`config.mk`:
```
export PLATFORM = sky130hd
export DESIGN_NAME = mem_mport
export DESIGN_NICKNAME = d
export VERILOG_FILES = /design/src/rtl/mem_mport_pkg.sv /design/src/rtl/mem_mport_rr_arbiter.sv /design/src/rtl/mem_mport.sv
export SDC_FILE = /design/constraint.sdc
export NUM_CORES = 1
export LEC_CHECK = 0
export ABC_CLOCK_PERIOD_IN_PS = 8900
export CAP_MARGIN = 10
export CORE_ASPECT_RATIO = 1.2
export CORE_UTILIZATION = 50
export CTS_CLUSTER_DIAMETER = 200
export CTS_CLUSTER_SIZE = 14
export DETAILED_ROUTE_END_ITERATION = 7
export PLACE_DENSITY_LB_ADDON = 0.25
export SLEW_MARGIN = 30
export SYNTH_ARGS = -nofsm -noshare
export SYNTH_HDL_FRONTEND = slang
export SYNTH_SLANG_ARGS = --single-unit
```
`constraint.sdc`:
```
create_clock -name clk -period 8.9 [get_ports clk]
set_clock_uncertainty 0.2 [all_clocks]
set_input_delay 1.335 -clock clk [delete_from_list [all_inputs] [get_ports clk]]
set_output_delay 1.335 -clock clk [all_outputs]
set_load 0.03 [all_outputs]
```
`src/rtl/mem_mport_pkg.sv`:
```
// Shared definitions for the multi-port memory: controller state and helpers.
package mem_mport_pkg;

    // INIT clears the array one word per cycle; RUN serves port requests.
    typedef enum logic {
        INIT = 1'b0,
        RUN  = 1'b1
    } state_t;

    // Width of a pointer that can name any of n ports (at least one bit).
    function automatic int ptrWidth(input int n);
        return (n > 1) ? $clog2(n) : 1;
    endfunction

endpackage

```
`src/rtl/mem_mport_rr_arbiter.sv`:
```
// Round-robin arbiter: grants the first requester found starting at ptr.
module rr_arbiter
    import mem_mport_pkg::*;
#(
    parameter int N = 2
) (
    input  logic [N-1:0]            req,
    input  logic [ptrWidth(N)-1:0]  ptr,
    output logic [N-1:0]            gnt
);

    localparam int PW = ptrWidth(N);

    logic [PW-1:0] idx;
    logic          found;

    // Walk the ports in order ptr, ptr+1, ... (wrapping) and grant the first one requesting.
    always_comb begin
        gnt   = '0;
        found = 1'b0;
        idx   = '0;
        for (int i = 0; i < N; i++) begin
            idx = PW'((int'(ptr) + i) % N);
            if (!found && req[idx]) begin
                gnt[idx] = 1'b1;
                found    = 1'b1;
            end
        end
    end

endmodule

```
`src/rtl/mem_mport.sv`:
```
// Multi-port word memory with byte strobes, round-robin access and power-up clear.
module mem_mport
    import mem_mport_pkg::*;
#(
    parameter int WIDTH      = 32,
    parameter int DEPTH      = 16,
    parameter int ADDR_WIDTH = 5,
    parameter int NUM_PORTS  = 2
) (
    input  logic                            clk,
    input  logic                            res,
    input  logic [NUM_PORTS-1:0]            valid,
    output logic [NUM_PORTS-1:0]            ready,
    input  logic [NUM_PORTS-1:0]            wr_rd,
    input  logic [NUM_PORTS*ADDR_WIDTH-1:0] addr,
    input  logic [NUM_PORTS*WIDTH-1:0]      wdata,
    input  logic [NUM_PORTS*WIDTH/8-1:0]    wstrb,
    output logic [NUM_PORTS-1:0]            rvalid,
    output logic [NUM_PORTS*WIDTH-1:0]      rdata,
    output logic [NUM_PORTS-1:0]            err,
    output logic                            busy
);

    localparam int BYTES = WIDTH / 8;
    localparam int IDX_W = (DEPTH > 1) ? $clog2(DEPTH) : 1;
    localparam int PTR_W = ptrWidth(NUM_PORTS);
    localparam logic [ADDR_WIDTH:0] DEPTH_LIM = (ADDR_WIDTH + 1)'(DEPTH);
    localparam logic [IDX_W-1:0]    LAST_IDX  = IDX_W'(DEPTH - 1);

    state_t                     state_q, state_d;
    logic [IDX_W-1:0]           initIdx_q, initIdx_d;
    logic [PTR_W-1:0]           rrPtr_q, rrPtr_d;
    logic [NUM_PORTS-1:0]       rvalid_q, rvalid_d;
    logic [NUM_PORTS*WIDTH-1:0] rdata_q, rdata_d;
    logic [NUM_PORTS-1:0]       err_q, err_d;

    logic [NUM_PORTS-1:0]  gnt;
    logic [NUM_PORTS-1:0]  accept;
    logic                  selWr;
    logic [ADDR_WIDTH-1:0] selAddr;
    logic [WIDTH-1:0]      selWdata;
    logic [BYTES-1:0]      selStrb;
    logic                  selInRange;
    logic [IDX_W-1:0]      selIdx;
    logic [WIDTH-1:0]      readWord;

    logic                  memWe;
    logic [IDX_W-1:0]      memIdx;
    logic [WIDTH-1:0]      memWdata;
    logic [BYTES-1:0]      memBe;

    logic [WIDTH-1:0] mem [DEPTH];

    rr_arbiter #(
        .N   (NUM_PORTS)
    ) uArbiter (
        .req (valid),
        .ptr (rrPtr_q),
        .gnt (gnt)
    );

    // State register: controller state, clear index, arbitration pointer and response registers.
    always_ff @(posedge clk) begin
        if (res) begin
            state_q   <= INIT;
            initIdx_q <= '0;
            rrPtr_q   <= '0;
            rvalid_q  <= '0;
            rdata_q   <= '0;
            err_q     <= '0;
        end else begin
            state_q   <= state_d;
            initIdx_q <= initIdx_d;
            rrPtr_q   <= rrPtr_d;
            rvalid_q  <= rvalid_d;
            rdata_q   <= rdata_d;
            err_q     <= err_d;
        end
    end

    // Next state: step through the clear, then move the pointer past whichever port was served.
    always_comb begin
        state_d   = state_q;
        initIdx_d = initIdx_q;
        rrPtr_d   = rrPtr_q;
        if (state_q == INIT) begin
            initIdx_d = initIdx_q + IDX_W'(1);
            if (initIdx_q == LAST_IDX) begin
                state_d   = RUN;
                initIdx_d = '0;
            end
        end
        for (int p = 0; p < NUM_PORTS; p++) begin
            if (accept[p]) begin
                rrPtr_d = PTR_W'((p + 1) % NUM_PORTS);
            end
        end
    end

    // Outputs of the controller: busy while clearing, grants only in RUN and never during reset.
    always_comb begin
        busy   = (state_q == INIT);
        ready  = ((state_q == RUN) && !res) ? gnt : '0;
        accept = valid & ready;
    end

    // Pick the fields of the single accepted request (grants are one-hot, so an OR-mux is enough).
    always_comb begin
        selWr    = 1'b0;
        selAddr  = '0;
        selWdata = '0;
        selStrb  = '0;
        for (int p = 0; p < NUM_PORTS; p++) begin
            if (accept[p]) begin
                selWr    = wr_rd[p];
                selAddr  = addr[p*ADDR_WIDTH +: ADDR_WIDTH];
                selWdata = wdata[p*WIDTH +: WIDTH];
                selStrb  = wstrb[p*BYTES +: BYTES];
            end
        end
    end

    assign selInRange = ({1'b0, selAddr} < DEPTH_LIM);
    assign selIdx     = selAddr[IDX_W-1:0];
    assign readWord   = mem[selIdx];

    // Single write port shared between the clear sequence and accepted in-range writes.
    always_comb begin
        memWe    = 1'b0;
        memIdx   = selIdx;
        memWdata = selWdata;
        memBe    = selStrb;
        if (state_q == INIT) begin
            memWe    = !res;
            memIdx   = initIdx_q;
            memWdata = '0;
            memBe    = '1;
        end else if (|accept) begin
            memWe = selWr && selInRange;
        end
    end

    // Byte-enabled array write; no reset because the clear sequence initialises the contents.
    always_ff @(posedge clk) begin
        if (memWe) begin
            for (int b = 0; b < BYTES; b++) begin
                if (memBe[b]) begin
                    mem[memIdx][b*8 +: 8] <= memWdata[b*8 +: 8];
                end
            end
        end
    end

    // Response for the served port: read data or zero, error on out-of-range; others hold.
    always_comb begin
        rvalid_d = accept;
        rdata_d  = rdata_q;
        err_d    = err_q;
        for (int p = 0; p < NUM_PORTS; p++) begin
            if (accept[p]) begin
                err_d[p]                   = !selInRange;
                rdata_d[p*WIDTH +: WIDTH]  = (selInRange && !selWr) ? readWord : '0;
            end
        end
    end

    assign rvalid = rvalid_q;
    assign rdata  = rdata_q;
    assign err    = err_q;

endmodule

```
==> results by group <==
Run status
  • Status: complete, no violations

Critical path
  • CP Launch Type: primary input
  • Reg2Reg Depth: 10
  • Worst Path Buf+Inv: 4
  • CP max FO: 43
  • R2R Path End: rdata[19]
  • CP endpoint kind: output port
  • Flop-to-flop setup slack: 4.13 ns
  • Critical Path Most Common Cell: clkdlybuf4s50_1
  • CP top delay family: buffers and inverters
  • CP Class: in2out
  • RR Startpoint: state_q
  • Critical-path cell list: clkdlybuf4s50_1 > a21oi_1 > nand3_1 > clkinv_2 > buf_4 > clkdlybuf4s50_1
  • Crit path DAT: 4.68 ns
  • Worst path slowest cell: clkdlybuf4s50_1
  • CP peak stage delay: 0.77 ns
  • Critical Path RT: 7.36 ns

Clocking
  • Num CTS Buffers: 47
  • Setup Fix Bufs, Post-CTS: 0
  • Reg clk slew, reported paths: 0.07 ns
  • Root buffer cell: clkbuf_16
  • Clock sinks: 586
  • Hold-fix buffers, CTS: 0
  • Later-pin clock latency in the skew report: 0.58 ns
  • # H-tree levels: 2
  • CTS tree: done
  • Resize count post-CTS: 0
  • Clock Tree Buf Depth: 3

STA
  • Setup TNS Final: 0 ns
  • Least-Margin Pin Slew: 1.016 ns
  • Unrepaired setup endpoints after global routing: false
  • Relative slew slack: 32.24%
  • Setup slack after layout: 2.681 ns
  • Fin. max-slew vios: 0
  • Hold slack: 0.2617 ns
  • Final period util: 69.88%
  • Clock period minus worst slack: 6.219 ns
  • Max Clock Freq: 0.1608 GHz
  • Final Setup Violations: 0
  • Final hold vios: 0

Global routing
  • Total track usage: 26.57%
  • Vias in the first global route: 13960
  • Largest net degree at the start of global routing: 129
  • Initial antenna violation count: 1
  • Remaining Overflow, GRT: 0
  • Global-route wire length before repair: 90150 microns

Place
  • Pre-CTS setup slack: 2.765 ns
  • Port Buffers: 158
  • GP Congestion: 0.8944
  • Final HPWL DP: 39200 microns
  • Placed cells: 2250

Die
  • # IOs: 159
  • Die width: 197.4 microns
  • CORE AREA: 44990 sq um
  • Die area: 46660 sq um
  • Initial Util: 50.90%
  • Die height: 236.4 microns
  • Row cnt: 85

Final layout
  • Area of the multi-input gates: 5604 sq um
  • Filler Cells Inserted: 3512
  • Area Overhead vs Synth: 14.92%
  • Layout cells sized above 1: 5.869%
  • Sequential Area: 16860 sq um
  • Layout net count: 1780
  • Fin cells: 2331

Drt
  • Drc violations: 0
  • Drt pass-1 iters: 8
  • Final wirelength: 61830 microns
  • Vias: 14470
  • DR iter-0 viols: 1521
  • Routed wire length per instance: 26.52 microns
  • Vias per cell: 6.207
  • Routed Antenna Nets: 0

Yosys
  • Synth Instances: 1577
  • Main synth FF type: edfxtp_1
  • Register area share after synthesis: 73.61%
  • Yosys reg bits: 586
  • Distinct cells, synth: 48
  • Synthesized area per cell: 14.52 sq um
  • Synth Warn #: 0
  • Syn nets: 1666
  • Post-Syn Area: 22900 sq um
  • FFs w/ async S/R, synth: 0%
  • Post-synth EDFFs: 512

Power and ir drop
  • VDD IR max: 0.1656 mV
  • Leak Pwr: 8.892 nW
  • Overall power: 5.006 mW
  • Pwr/cell area: 190.2 nW/um^2

Min path
  • Hold Crit Start: err[1]
  • WHS Endpoint: err[1]
  • Worst Hold Class: reg2reg
  • Hold Path Cell Cnt: 2

Job
  • Max-cap check violation count: 0
## synth_stat cells (2+ instances only)
library cell / count / area (sq um)
a2111oi_0: 2 / 17.52
a211oi_1: 32 / 240.2
a21oi_1: 6 / 30.03
a221oi_1: 32 / 280.3
a222oi_1: 4 / 40.04
a22o_1: 94 / 823.3
a311oi_1: 2 / 17.52
a31oi_1: 65 / 406.6
a32o_1: 30 / 300.3
a32oi_1: 32 / 280.3
and2_1: 3 / 18.77
and3_1: 33 / 206.5
buf_2: 35 / 175.2
buf_4: 4 / 30.03
buf_6: 3 / 33.78
clkbuf_1: 69 / 259.0
dfxtp_1: 74 / 1481
edfxtp_1: 512 / 15370
inv_1: 5 / 18.77
inv_2: 2 / 7.510
mux2i_1: 101 / 1011
nand2_1: 278 / 1044
nand3_1: 37 / 185.2
nand4_1: 4 / 25.02
nor2_1: 77 / 289.0
nor2_4: 2 / 22.52
nor2b_1: 4 / 25.02
nor3_1: 2 / 10.01
o21ai_0: 6 / 30.03
o22a_1: 2 / 17.52
o22ai_1: 3 / 18.77
o41ai_1: 2 / 17.52
or2_2: 4 / 25.02
or4b_1: 2 / 20.02
## per-stage QoR
step           utilization [%]  cell area [sq um]
6_report                 58.49              26310
5_1_grt                  58.49              26310
4_1_cts                  58.38              26260
3_5_place_dp             55.49              24960
3_3_place_gp             55.44              24940
2_1_floorplan                -              22900
## cell families (layout without fill, tap and decap cells)
group / count (synthesis) / after routing / synth area share (%)
and+or+nand+nor: 450 / 450 / 8.317
DFF: 586 / 586 / 73.61
muxes: 101 / 101 / 4.415
adders and majority gates: 1 / 1 / 0.05463
AOI/OAI and AO/OA: 318 / 318 / 11.24
other: 0 / 1 / 0
xor gates and xnor gates: 1 / 1 / 0.03826
buffers and inverters: 120 / 264 / 2.322
## cells in the final DEF (no fill, tap or decap), types with 17 or more instances in the layout
master	count
a211oi_1	32
a221oi_1	32
a22o_1	94
a31oi_1	64
a32o_1	30
a32oi_1	32
and3_1	33
buf_4	17
clkbuf_1	30
clkbuf_16	47
clkdlybuf4s50_1	158
dfxtp_1	74
edfxtp_1	512
mux2i_1	101
nand2_1	278
nand3_1	37
nor2_1	59
nor2_2	18
## worst max-delay path by stage
stage,from,endpoint,slack (ns),cells past startpoint
global placement,res,ready[0],2.83,6
detailed placement,res,ready[0],2.76,6
finish,res,ready[0],2.68,6
floorplan,valid[1],ready[0],4.45,6
global route,res,ready[0],2.53,6
CTS,res,ready[0],2.74,6
## registers in the layout, indices dropped and copies added, names as in the netlist
signal,count
err,2
initIdx_q,4
mem,512
rdata,64
rrPtr_q,1
rvalid,2
state_q,1
## metal layers
layer	GRT usage [%]	routed length, microns
met2	44.63	30510
met5	0	0
met1	34.70	23540
met3	3.174	5049
met4	11.70	2730
## where the power goes
part,internal (mW),total (mW),switching (mW)
clock network,0.984,1.88,0.899
logic,0.0567,0.141,0.0839
registers,2.98,2.98,0.00737
## tightest hold or removal path, delay by kind of cell (launching register included)
kind | cells | cell delay, ns
simple gates | 2 | 0.10
flops | 1 | 0.32
## cell type report
type                       count  area share [%]
antenna                        1        0.009510
clock buffer                  77           4.898
clock inverter                 2         0.04755
inverter                       8          0.1189
multi-input combinational    871           21.30
sequential                   586           64.06
tap                          609           2.896
timing repair buffer         177           6.676
Note: power is estimated with default switching activity, not from simulation.
